`config.mk`:
```
export PLATFORM = sky130hd
export DESIGN_NAME = alu_ex_stage
export DESIGN_NICKNAME = d
export VERILOG_FILES = /design/src/rtl/alu_ex_stage.sv
export SDC_FILE = /design/constraint.sdc
export NUM_CORES = 1
export LEC_CHECK = 0
export ABC_AREA = 1
export BUFFER_PORTS_ARGS = -buffer_cell sky130_fd_sc_hd__buf_2
export CAP_MARGIN = 20
export CORE_AREA = 2 2 119 121
export CTS_CLUSTER_SIZE = 12
export DETAILED_ROUTE_END_ITERATION = 6
export DIE_AREA = 0 0 121 123
export GPL_TIMING_DRIVEN = 0
export PLACE_DENSITY = 0.81
export SLEW_MARGIN = 20
export SYNTH_ARGS = -nofsm -noshare
export SYNTH_HDL_FRONTEND = slang
export SYNTH_SLANG_ARGS = --single-unit
```
`constraint.sdc`:
```
create_clock -name clk -period 2.1 [get_ports clk]
set_clock_uncertainty 0.05 [all_clocks]
set_input_delay 0.42 -clock clk [delete_from_list [all_inputs] [get_ports clk]]
set_output_delay 0.42 -clock clk [all_outputs]
set_load 0.005 [all_outputs]
```
`src/rtl/alu_ex_stage.sv`:
```
// ALU execute stage: computes result and flags for one ALU operation and holds
// them in a registered output slot with a valid/ready handshake. It supports
// backpressure and a synchronous flush.
module alu_ex_stage #(
  parameter int unsigned WIDTH = 32
) (
  input  logic             clk,
  input  logic             rstn,
  input  logic             flush,
  input  logic             in_valid,
  output logic             in_ready,
  input  logic [3:0]       operation,
  input  logic [WIDTH-1:0] src_a,
  input  logic [WIDTH-1:0] src_b,
  output logic             out_valid,
  input  logic             out_ready,
  output logic [WIDTH-1:0] result,
  output logic             zero,
  output logic             overflow,
  output logic             illegal_op
);

  localparam int unsigned Msb = WIDTH - 1;

  // Operation codes produced by the ALU control decoder
  localparam logic [3:0] OpAnd = 4'b0000;
  localparam logic [3:0] OpOr  = 4'b0001;
  localparam logic [3:0] OpAdd = 4'b0010;
  localparam logic [3:0] OpSub = 4'b0110;
  localparam logic [3:0] OpSlt = 4'b0111;
  localparam logic [3:0] OpNor = 4'b1100;

  // Datapath intermediates
  logic [WIDTH-1:0] sum;
  logic [WIDTH-1:0] diff;
  logic             add_ovf;
  logic             sub_ovf;
  logic             slt_lt;

  // Next values for the output slot
  logic [WIDTH-1:0] result_d;
  logic             zero_d;
  logic             ovf_d;
  logic             illegal_d;

  // Output slot state
  logic             valid_q;
  logic [WIDTH-1:0] result_q;
  logic             zero_q;
  logic             ovf_q;
  logic             illegal_q;

  // Handshake qualifiers
  logic             accept;
  logic             pop;
  logic             valid_d;

  // Shared adder/subtractor plus signed-overflow detection
  always_comb begin
    sum     = src_a + src_b;
    diff    = src_a - src_b;
    add_ovf = (src_a[Msb] == src_b[Msb]) && (sum[Msb] != src_a[Msb]);
    sub_ovf = (src_a[Msb] != src_b[Msb]) && (diff[Msb] != src_a[Msb]);
    // Correct the sign of the difference when the subtraction wrapped
    slt_lt  = diff[Msb] ^ sub_ovf;
  end

  // Select the result and flags for the presented operation
  always_comb begin
    result_d  = '0;
    ovf_d     = 1'b0;
    illegal_d = 1'b0;
    case (operation)
      OpAnd: result_d = src_a & src_b;
      OpOr:  result_d = src_a | src_b;
      OpAdd: begin
        result_d = sum;
        ovf_d    = add_ovf;
      end
      OpSub: begin
        result_d = diff;
        ovf_d    = sub_ovf;
      end
      OpSlt: result_d = {{(WIDTH - 1){1'b0}}, slt_lt};
      OpNor: result_d = ~(src_a | src_b);
      default: illegal_d = 1'b1;
    endcase
    zero_d = (result_d == '0);
  end

  // Handshake: ready when the slot is empty or draining this cycle, never during flush
  always_comb begin
    in_ready = !flush && (!valid_q || out_ready);
    accept   = in_valid && in_ready;
    pop      = valid_q && out_ready;
    valid_d  = valid_q;
    if (flush) begin
      valid_d = 1'b0;
    end else if (accept) begin
      valid_d = 1'b1;
    end else if (pop) begin
      valid_d = 1'b0;
    end
  end

  // Output valid flag
  always_ff @(posedge clk or negedge rstn) begin
    if (!rstn) begin
      valid_q <= 1'b0;
    end else begin
      valid_q <= valid_d;
    end
  end

  // Output data and flags load only on accept and otherwise hold
  always_ff @(posedge clk or negedge rstn) begin
    if (!rstn) begin
      result_q  <= '0;
      zero_q    <= 1'b0;
      ovf_q     <= 1'b0;
      illegal_q <= 1'b0;
    end else if (accept) begin
      result_q  <= result_d;
      zero_q    <= zero_d;
      ovf_q     <= ovf_d;
      illegal_q <= illegal_d;
    end
  end

  assign out_valid  = valid_q;
  assign result     = result_q;
  assign zero       = zero_q;
  assign overflow   = ovf_q;
  assign illegal_op = illegal_q;

endmodule

```
Word level (Yosys, flattened, before mapping). Cells that the tools add are included.

Reduce and logical (&&, ||, !) cells: 12. Add/subtract/negate cells: 2. Eq/ne operators: 9. Bitwise operators: 4. Mux-type cells: 6.

Operators by type and width (number): $pmux W32 S6 (1); $add A32 B32 Y32 (1); $and A32 B32 Y32 (1); $logic_not A32 Y1 (1); $not A32 Y32 (1); $or A32 B32 Y32 (1); $sub A32 B32 Y32 (1); $eq A4 B3 Y1 const B (2); $reduce_or A6 Y1 (1); $logic_and A1 B1 Y1 (5); $eq A4 B1 Y1 const B (1); $eq A4 B2 Y1 const B (1); $eq A4 B4 Y1 const B (1); $logic_not A4 Y1 (1); $mux W1 (4); $ne A1 B1 Y1 (3); $reduce_bool A3 Y1 (1); $logic_not A1 Y1 (2); $pmux W1 S2 (1); $eq A1 B1 Y1 (1); $logic_or A1 B1 Y1 (1); $xor A1 B1 Y1 (1).

Input port bits: 73. Bits in registers: 36. Logic and storage cells: 38. Output and inout port bits: 37.

Longest topological paths before layout. Gate-level depths: netlist (run 1).

Depth in word-level cells: 6. Mapped depth: 27. Gate-level depth less buffers: 26.

Worst setup path after synthesis (run 1). OpenSTA, ideal clock, no wires.

Path kind: input -> register. Start: input port src_a[19]. End: register zero_q (netlist: zero). Buffers on the path: 1. Arrival time: 2.988 ns. Setup slack: -1.004 ns. Library setup time: 0.066 ns. Required time: 1.984 ns. Stages: 21. Path through: inv_1 > ha_1 > buf_2 > nor2_1 > nand2_1 > nor2_1 > and2_1 > nand2_1 > nand2_1 > nand2_1 > nand2_1 > a21oi_1 > fa_1 > nor2_1 > a2111oi_0 > nand3_1 > nor2_1 > nand2_1 > nor2_1 > nand3_1 > nand2_1.

Word-level cells in the longest chain between the ends: 6. Elaborated cells on any way between the ends: 10.

Ends and longest elaborated chain: from (decl) (line 13) `input logic [WIDTH-1:0] src_a,`; $sub A32 B32 Y32 (line 61) `diff = src_a - src_b;`; $ne A1 B1 Y1 (line 63) `sub_ovf = (src_a[Msb] != src_b[Msb]) && (diff[Msb] != src_a[Msb]);`; $logic_and A1 B1 Y1 (line 63); $xor A1 B1 Y1 (line 65) `slt_lt = diff[Msb] ^ sub_ovf;`; $pmux W32 S6 * (line 73) `case (operation)`; $logic_not A32 Y1 * (line 88) `zero_d = (result_d == '0);`; to (signal assigned) (line 124) `zero_q <= zero_d;`; to (decl) (line 49) `logic zero_q;`.

Mark *: on every way between the ends. The rest lies on a longest branch, timed or not. A chain may end at the register's enable or synchronous reset.

Worst setup path after layout (run 1).
Start: input port src_b[2]. End: register zero_q (netlist: zero).

Word-level cells in the longest chain between the ends: 6. Elaborated cells on any way between the ends: 10.

Ends and longest elaborated chain: from (decl) (line 14) `input logic [WIDTH-1:0] src_b,`; $sub A32 B32 Y32 (line 61); $ne A1 B1 Y1 (line 63); $logic_and A1 B1 Y1 (line 63); $xor A1 B1 Y1 (line 65); $pmux W32 S6 * (line 73); $logic_not A32 Y1 * (line 88).

Marks and branches as above.

==> results of run 1 <==
-- final timing paths --
kind,end,slack [ps],startpoint,cells past startpoint
worst max-delay path,zero,-1420,src_b[2],26
worst min-delay path,result[13],160,rstn,1
worst max register to register,zero,-260,out_valid,13
worst min register to register,result[28],440,result[28],2
max in group asynchronous,result[28],1340,rstn,1
min in group clk,out_valid,270,flush,2
-- critical path, cell delays in order --
cell and delay (ps):
buf_8 120, inv_12 50, ha_1 300, inv_1 110, nand2_1 90, nand2_2 70
nand3_4 140, nand2_4 80, nand3_4 120, nand2_4 70, nand2_1 60, nand2_1 70
nand2_1 100, a21oi_2 70, fa_2 350, nand4_1 150, nand3_2 100, nor3_2 190
nand3_1 140, nor2_1 130, nand3_1 70, nor2_1 100, nand3_1 170, nor2_2 190
nand3_1 120, nand2_1 110
-- layer usage --
| metal | up-vias | global-route usage (%) |
|---|---|---|
| met5 | - | 0 |
| met4 | 0 | 23.8 |
| met3 | 357 | 9.92 |
| met2 | 1100 | 72.8 |
| met1 | 5062 | 55.2 |
| li1 | 5020 | - |
-- per-stage QoR --
step | total power, mW | worst slack (ps) | instance area, µm² | utilization, %
3_5_place_dp | 2.89 | -1750 | 9260 | 68.0
4_1_cts | 3.97 | -957 | 10600 | 78.0
6_report | 4.50 | -1420 | 11400 | 83.9
3_3_place_gp | 2.84 | -1690 | 9260 | 68.0
5_1_grt | 4.68 | -1450 | 11400 | 83.9
2_1_floorplan | 2.24 | -860 | 8490 | -
-- Yosys cell counts (3+ instances only) --
master	instances
o21bai_1	7
nor3_1	6
inv_1	289
nor2_1	160
nand3_1	147
fa_1	3
ha_1	102
nand2_1	519
o21ai_1	7
a221oi_1	23
o21ai_0	28
nor2_2	7
dfrtp_1	36
nand2_2	3
buf_2	30
nand4_1	26
clkbuf_1	10
nor3_2	3
nand3_2	3
inv_2	6
a21oi_1	50
-- power by group --
| group | switching, mW | leakage [nW] | total, mW | internal (mW) |
|---|---|---|---|---|
| Sequential | 0.0568 | 0.479 | 0.834 | 0.777 |
| Combinational | 1.81 | 5.92 | 2.95 | 1.14 |
| Clock | 0.289 | 0.0667 | 0.720 | 0.431 |
-- state kept, by name, indices dropped and copies added, names as in the netlist --
name        cells
illegal_op      1
overflow        1
zero            1
out_valid       1
result         32
-- timing repair --
action,4_1_cts,5_1_grt
gates resized for setup,239,146
setup buffers,85,41
pin swaps,73,73
endpoints found under the setup margin,27,31
-- cells by family after synthesis --
logic type / count (synthesis) / share of synthesized area, %
adders and majority gates: 105 / 16.8
AOI/OAI and AO/OA: 123 / 9.27
DFF: 36 / 11.3
xor gates and xnor gates: 2 / 0.220
and+or+nand+nor: 879 / 45.7
buffers and inverters: 339 / 16.7
-- cell type report --
class	instances	area share, %
Clock buffer	6	1.13
Multi-Input combinational cell	1109	61.7
Inverter	295	10.5
Sequential cell	36	7.89
Buffer	26	1.39
Antenna cell	1	0.0219
Tap cell	180	1.97
Clock inverter	1	0.0438
Timing Repair Buffer	231	15.3
==> results.ini, run 1 <==
[critical_path]
path_class = in -> reg
start_kind = input port
path_max_fanout = 4
end_kind = flip-flop
required_ps = 2260
cp.arrival_ps = 3680

[floorplan]
die_y_um = 123
pin_count = 110
chipWidth_um = 121
die_area_um2 = 14900
start_util_pct = 58.4
core.rowCount = 43
coreArea_um2 = 13600

[route]
wire_per_inst_um = 20.3
post_drt_via_cell_ratio = 6.12
vias = 11500
wl_mm = 38.2
top_layer = met4
drt_iter0_drc = 1997
wl_met2_mm = 16.2
dr.pass1.iters = 7
met3RoutedLength_mm = 5.73
ant_nets = 0
drc = 2
drt-met1-wl_mm = 13.0

[logic_synthesis]
synth.area.top_cells = nand2_1 25%, ha_1 16%, inv_1 14%
synth_fp_nets = 1662
synth_area_um2 = 7950
yosysWarnings = 0
synth.largest_area_cell = nand2_1
async_flop_share_pct = 100
synth_area_per_cell_um2 = 5.36
synth_top_flop_cell = dfrtp_1
synth_edf_count = 0
ys_ff_latch = 36
yosysUniqueCellTypes = 34
ys_seq_area_share_pct = 11.3
synth_cells = 1484
synth_top_area_share_pct = 24.5

[global_route]
grt_pass1_vias = 10000
grt_max_degree = 37
antenna_found_initial = 2
grt_pass1_wl_mm = 51.5
grt-ovfl-total = 0
grtUsageTotal_pct = 44.7

[placed_design]
port-buffer-count = 109
placed_cells_incl_taps = 1773
dp_hpwl_mm = 24.6
routabilityCongestion = 1.03

[power_and_ir_drop]
p_per_area_nw_per_um2 = 394
peakVddDrop_mv = 0.251
leakagePower_nw = 6.46

[timing]
fin_hold_ws_ps = 158
setup_viol = 34
finalCritPeriodShare_pct = 167
worst_slack_ps = -1420
drv_slew = 0
slew_headroom_pct = 48.0
fin_tns_setup_ps = -10200
finalCriticalPeriod_ps = 3520
fmax_mhz = 284
finalHoldViolCount = 0
rsz0062_at_grt = yes
worst_pin_slew_ps = 779

[status]
violations = DRC, setup timing
status = finished with violations

[finish]
nFillCells = 872
drive_gt1_share_pct = 33.9
multi_input_area_um2 = 7050
synthToLayoutAreaGrowth_pct = 43.7
ff_latch_area_um2 = 901
fin_cells = 1885
nets = 1882
final_cell_mix = 447 x nand2_1, 215 x inv_1, 116 x nor2_1, 109 x buf_4, 102 x nand3_1
final_common_cell = nand2_1

[clocking]
clock_path_buffers = 2
clock_latency_ps = 280
path_clk_slew_ps = 60
cts.sinks = 36
cts_tree = yes
htree_levels = 2
cts_hold_buf = 0
cts_buffers = 5
cts-root-buf = clkbuf_16

[flow_run]
drv_cap = 0

[min_path]
hp-class = in -> async

No activity file was read; power rests on OpenSTA's default activity.
==> run 2, diff against run 1 <==
--- a/config.mk
+++ b/config.mk
@@ -6,14 +6,14 @@
 export NUM_CORES = 1
 export LEC_CHECK = 0
 export ABC_AREA = 1
-export BUFFER_PORTS_ARGS = -buffer_cell sky130_fd_sc_hd__buf_2
+export BUFFER_PORTS_ARGS = -buffer_cell sky130_fd_sc_hd__clkbuf_2
 export CAP_MARGIN = 20
-export CORE_AREA = 2 2 119 121
+export CORE_AREA = 2 2 124 126
 export CTS_CLUSTER_SIZE = 12
 export DETAILED_ROUTE_END_ITERATION = 6
-export DIE_AREA = 0 0 121 123
+export DIE_AREA = 0 0 126 128
 export GPL_TIMING_DRIVEN = 0
-export PLACE_DENSITY = 0.81
+export PLACE_DENSITY = 0.78
 export SLEW_MARGIN = 20
 export SYNTH_ARGS = -nofsm -noshare
 export SYNTH_HDL_FRONTEND = slang
==> constraint.sdc (replaced) <==
create_clock -name clk -period 2.95 [get_ports clk]
set_clock_uncertainty 0.05 [all_clocks]
set_input_delay 0.59 -clock clk [delete_from_list [all_inputs] [get_ports clk]]
set_output_delay 0.59 -clock clk [all_outputs]
set_load 0.005 [all_outputs]
==> run 2 against run 1 <==
  * The flow finishes with violations (setup timing)
  * Highest routed layer unchanged
  * Sequential share of layout area up 0.69 points
  * Total power is 34% lower
  * Routed wire length is 17% lower
  * Flip-flop and latch count is the same
==> results.ini, run 2 (synthesis gave the netlist of run 1 again) <==
[clocking]
cts_buffers = 5
cts-root-buf = clkbuf_16
htree_levels = 2
cts.sinks = 36
clock_latency_ps = 280
path_clk_slew_ps = 50
cts_hold_buf = 0
clock_path_buffers = 2
cts_tree = yes

[power_and_ir_drop]
peakVddDrop_mv = 0.243
pwr-share-seq_pct = 19.7
swShare_pct = 44.4
p_clk_share_pct = 20.0
p_int_mw = 1.65
leakagePower_nw = 6.14
p_per_area_nw_per_um2 = 283
power_frac_comb_pct = 60.3
switchingPower_mw = 1.32

[critical_path]
path_max_fanout = 7
end_kind = flip-flop
required_ps = 3120
cp.arrival_ps = 3430
path_class = in -> reg
start_kind = input port

[route]
drc = 0
wire_per_inst_um = 17.1
vias = 10200
drt_iter0_drc = 1160
dr.pass1.iters = 5
post_drt_via_cell_ratio = 5.50
wl_mm = 31.8
ant_nets = 0

[finish]
nFillCells = 1386
postLayoutCellArea_um2 = 10500
final_common_cell = nand2_1
nets = 1852
final_cell_mix = 490 x nand2_1, 223 x inv_1, 142 x nand3_1, 139 x nor2_1, 101 x buf_4
synthToLayoutAreaGrowth_pct = 32.1
diodes = 0
largest_reg_flops = 32
drive_gt1_share_pct = 24.3

[placed_design]
dp_hpwl_mm = 24.7
routabilityCongestion = 1.01
placed_area_um2 = 9240
port-buffer-count = 109

[floorplan]
die_area_um2 = 16100
start_util_pct = 53.5
pin_count = 110
coreArea_um2 = 14900
chipWidth_um = 126
core.rowCount = 45
die_y_um = 128

[timing]
setup_viol = 1
finalHoldViolCount = 0
fin_hold_ws_ps = 363
finalCriticalPeriod_ps = 3260
fin_tns_setup_ps = -313
worst_pin_slew_ps = 999
finalCritPeriodShare_pct = 111
rsz0062_at_grt = yes
slew_headroom_pct = 33.4
worst_slack_ps = -313
fmax_mhz = 306
drv_slew = 0

[min_path]
hp-class = in -> async

[global_route]
grt-ovfl-total = 0
antenna_found_initial = 0
grt_pass1_wl_mm = 48.0
grt_pass1_vias = 9354
grtUsageTotal_pct = 37.7
grt_max_degree = 37

[status]
status = finished with violations
violations = setup timing

[flow_run]
drv_cap = 0

run 2: cell types whose count changed in the layout (fill, tap and decap cells not counted), sizes merged:
cell,previous run,this run
buf,247,131
clkbuf,16,102
bufinv,0,1
clkinvlp,2,1
diode,1,0
inv,293,294
run 2: path summary, 6_finish.rpt:
path | startpoint | to | slack (ps) | cells past startpoint
hold / removal | rstn | result[4] | 360 | 1
setup / recovery | src_b[12] | zero | -310 | 25
hold reg to reg | result[19] | result[19] | 430 | 2
max in group asynchronous | rstn | result[28] | 1950 | 1
setup reg to reg | out_valid | zero | 950 | 13
min in group clk | flush | out_valid | 430 | 2
run 2: per-layer routing:
layer / vias to the layer above / global-route usage [%] / share of wire (%)
met3: 86 / 5.63 / 10
li1: 4966 / - / -
met1: 4632 / 49.5 / 41
met4: 0 / 14.2 / 3.7
met2: 557 / 62.7 / 45
met5: - / 0 / 0
run 2: stage by stage:
stage / setup WS, ps / instances / util (%) / total power, mW
final: -313 / 1863 / 70.7 / 2.97
after global routing: -493 / 1863 / 70.7 / 3.15
after CTS: -406 / 1831 / 67.6 / 2.80
after detailed placement: -1030 / 1781 / 62.1 / 2.05
after global placement: -1020 / 1781 / 62.1 / 2.03
after floorplan: -183 / 1484 / - / 1.59
run 2: final cells by class:
| class | count | area [µm²] | share of cell area (%) |
|---|---|---|---|
| repair buffers | 203 | 1440 | 13.7 |
| flip-flops and latches | 36 | 901 | 8.58 |
| plain buffers | 24 | 131 | 1.25 |
| clock inverters | 2 | 35.0 | 0.334 |
| clock buffers | 6 | 129 | 1.23 |
| multi-input cells | 1109 | 6460 | 61.5 |
| well taps | 188 | 235 | 2.24 |
| inverters | 295 | 1180 | 11.2 |
run 2: power by group through the flow:
stage / clock, mW / combinational (mW) / sequential [mW]
after floorplan: 0 / 0.989 / 0.597
final: 0.594 / 1.79 / 0.586
after global placement: 0 / 1.44 / 0.589
after global routing: 0.613 / 1.95 / 0.592
after detailed placement: 0 / 1.46 / 0.592
after CTS: 0.593 / 1.62 / 0.586
run 2: worst max-delay path, stage by stage:
cell and delay [ps]:
buf_6 90, inv_2 60, ha_4 230, nor2_4 160
nand2_4 80, nor2_4 150, nand2_4 70, nand3_4 100
nand2_4 70, nand2_2 60, nand2_2 50, nand2_2 80
a21oi_2 60, fa_2 330, nand4_1 110, nand3_1 100
nor3_2 160, nand3_1 130, nor2_1 110, nand3_1 80
nor2_1 120, nand3_1 100, nor2_2 160, nand3_1 90
nand2_1 60
run 2: timing repair:
| action | in CTS | in global routing |
|---|---|---|
| setup buffers | 52 | 42 |
| pin swaps | 55 | 69 |
| endpoints found under the setup margin | 4 | 13 |
| gates resized for setup | 97 | 101 |
==> run 3, diff against run 2 <==
--- a/config.mk
+++ b/config.mk
@@ -14,6 +14,7 @@
 export DIE_AREA = 0 0 126 128
 export GPL_TIMING_DRIVEN = 0
 export PLACE_DENSITY = 0.78
+export RECOVER_POWER = 50
 export SLEW_MARGIN = 20
 export SYNTH_ARGS = -nofsm -noshare
 export SYNTH_HDL_FRONTEND = slang
==> run 3 against run 2 <==
  * The run ends with capacitance limit, slew limit, setup timing left
  * Non-clock buffer count unchanged
  * Cell area shrank 0.11%
  * Sequential share of layout area barely moved
  * Total power shrank 0.12%
  * Die area unchanged
  * First-iteration DRC count rose by 0.26%
  * Maximum frequency hardly changed
  * Critical endpoint unchanged
  * Cell count did not move
==> results.ini, run 3 (synthesis gave the netlist of run 1 again) <==
[placed_design]
routabilityCongestion = 1.01
dp_hpwl_mm = 24.7
pre_cts_slack_ps = -1030
port-buffer-count = 109

[floorplan]
start_util_pct = 53.5
die_y_um = 128
core.rowCount = 45
chipWidth_um = 126
coreArea_um2 = 14900
pin_count = 110
die_area_um2 = 16100

[route]
dr.pass1.iters = 5
wire_per_inst_um = 17.1
drt_iter0_drc = 1163
vias = 10300
met3RoutedLength_mm = 3.26
wl_mm = 31.8
ant_nets = 0
drt-met1-wl_mm = 13.0
drc = 0
top_layer = met4
wl_met2_mm = 14.3
post_drt_via_cell_ratio = 5.50

[finish]
largest_reg_flops = 32
diodes = 0
multi_input_area_um2 = 6460
final_cell_mix = 490 x nand2_1, 223 x inv_1, 142 x nand3_1, 139 x nor2_1, 101 x buf_4
final_common_cell = nand2_1
nets = 1852
drive_gt1_share_pct = 23.8
nFillCells = 1395
synthToLayoutAreaGrowth_pct = 32.0
ff_latch_area_um2 = 901

[timing]
setup_viol = 1
worst_slack_ps = -313
rsz0062_at_grt = yes
worst_pin_slew_ps = 1840
slew_headroom_pct = -22.5
drv_slew = 37
fmax_mhz = 306
finalCriticalPeriod_ps = 3260
finalCritPeriodShare_pct = 111
finalHoldViolCount = 0
fin_tns_setup_ps = -313

[critical_path]
cp.arrival_ps = 3430
path_class = in -> reg
path_max_fanout = 7
end_kind = flip-flop
start_kind = input port
required_ps = 3120

[global_route]
grt_pass1_wl_mm = 48.0
grt_max_degree = 37
grtUsageTotal_pct = 37.7
antenna_found_initial = 0
grt_pass1_vias = 9354
grt-ovfl-total = 0

[power_and_ir_drop]
peakVddDrop_mv = 0.241
leakagePower_nw = 6.11
p_per_area_nw_per_um2 = 283

[clocking]
cts.sinks = 36
clock_latency_ps = 280
cts_buffers = 5
htree_levels = 2
cts-root-buf = clkbuf_16
path_clk_slew_ps = 50
cts_tree = yes
clock_path_buffers = 2
cts_hold_buf = 0

[status]
status = finished with violations
violations = capacitance limit, slew limit, setup timing

[flow_run]
drv_cap = 1

[min_path]
hp-class = in -> reg

-- run 3: changes by cell type in the layout (fill, tap and decap cells not counted) --
cell      before  now
clkbuf_1      11   20
clkbuf_2      79   70
-- run 3: layout make-up --
type                    instances  share of cell area, %
well taps                     188                   2.24
plain buffers                  24                   1.25
clock buffers                   6                   1.23
inverters                     295                   11.2
clock inverters                 2                  0.334
multi-input cells            1109                   61.5
flip-flops and latches         36                   8.59
repair buffers                203                   13.6
-- run 3: report_power, final --
group | internal, mW | switching [mW]
clock | 0.397 | 0.196
combinational | 0.698 | 1.09
sequential | 0.553 | 0.0330
-- run 3: path summary, 6_finish.rpt --
path | depth (start not counted) | start | to | slack [ps]
worst max-delay path | 25 | src_b[12] | zero | -310
worst min register to register | 2 | result[19] | result[19] | 430
max in group asynchronous | 1 | rstn | result[28] | 1030
min in group asynchronous | 1 | rstn | result[4] | 760
worst max register to register | 13 | out_valid | zero | 950
worst min-delay path | 2 | flush | out_valid | 430
-- run 3: worst max-delay path, cell delays in order --
cell	delay [ps]
buf_6	90
inv_2	60
ha_4	230
nor2_4	160
nand2_4	80
nor2_4	150
nand2_4	70
nand3_4	100
nand2_4	70
nand2_2	60
nand2_2	50
nand2_2	80
a21oi_2	60
fa_2	330
nand4_1	110
nand3_1	100
nor3_2	160
nand3_1	130
nor2_1	110
nand3_1	80
nor2_1	120
nand3_1	100
nor2_2	160
nand3_1	90
nand2_1	60
-- run 3: routing by layer --
layer	vias to the layer above	track usage (%)
li1	4968	-
met1	4646	49.5
met2	551	62.7
met3	87	5.63
met4	0	14.2
met5	-	0
-- run 3: stage by stage --
step | power (mW) | hold slack, ps | cell area [µm²] | utilization, % | instances
floorplan | 1.59 | 244 | 8460 | - | 1484
global placement | 2.03 | 406 | 9240 | 62.1 | 1781
detailed placement | 2.05 | 415 | 9240 | 62.1 | 1781
CTS | 2.80 | 383 | 10000 | 67.6 | 1831
global route | 3.15 | 441 | 10500 | 70.6 | 1863
finish | 2.97 | 426 | 10500 | 70.6 | 1863
-- run 3: repair_timing --
| action | CTS | global route |
|---|---|---|
| resized for setup | 97 | 101 |
| setup buffers | 52 | 42 |
| pin swaps | 55 | 69 |
| endpoints found under the setup margin | 4 | 13 |
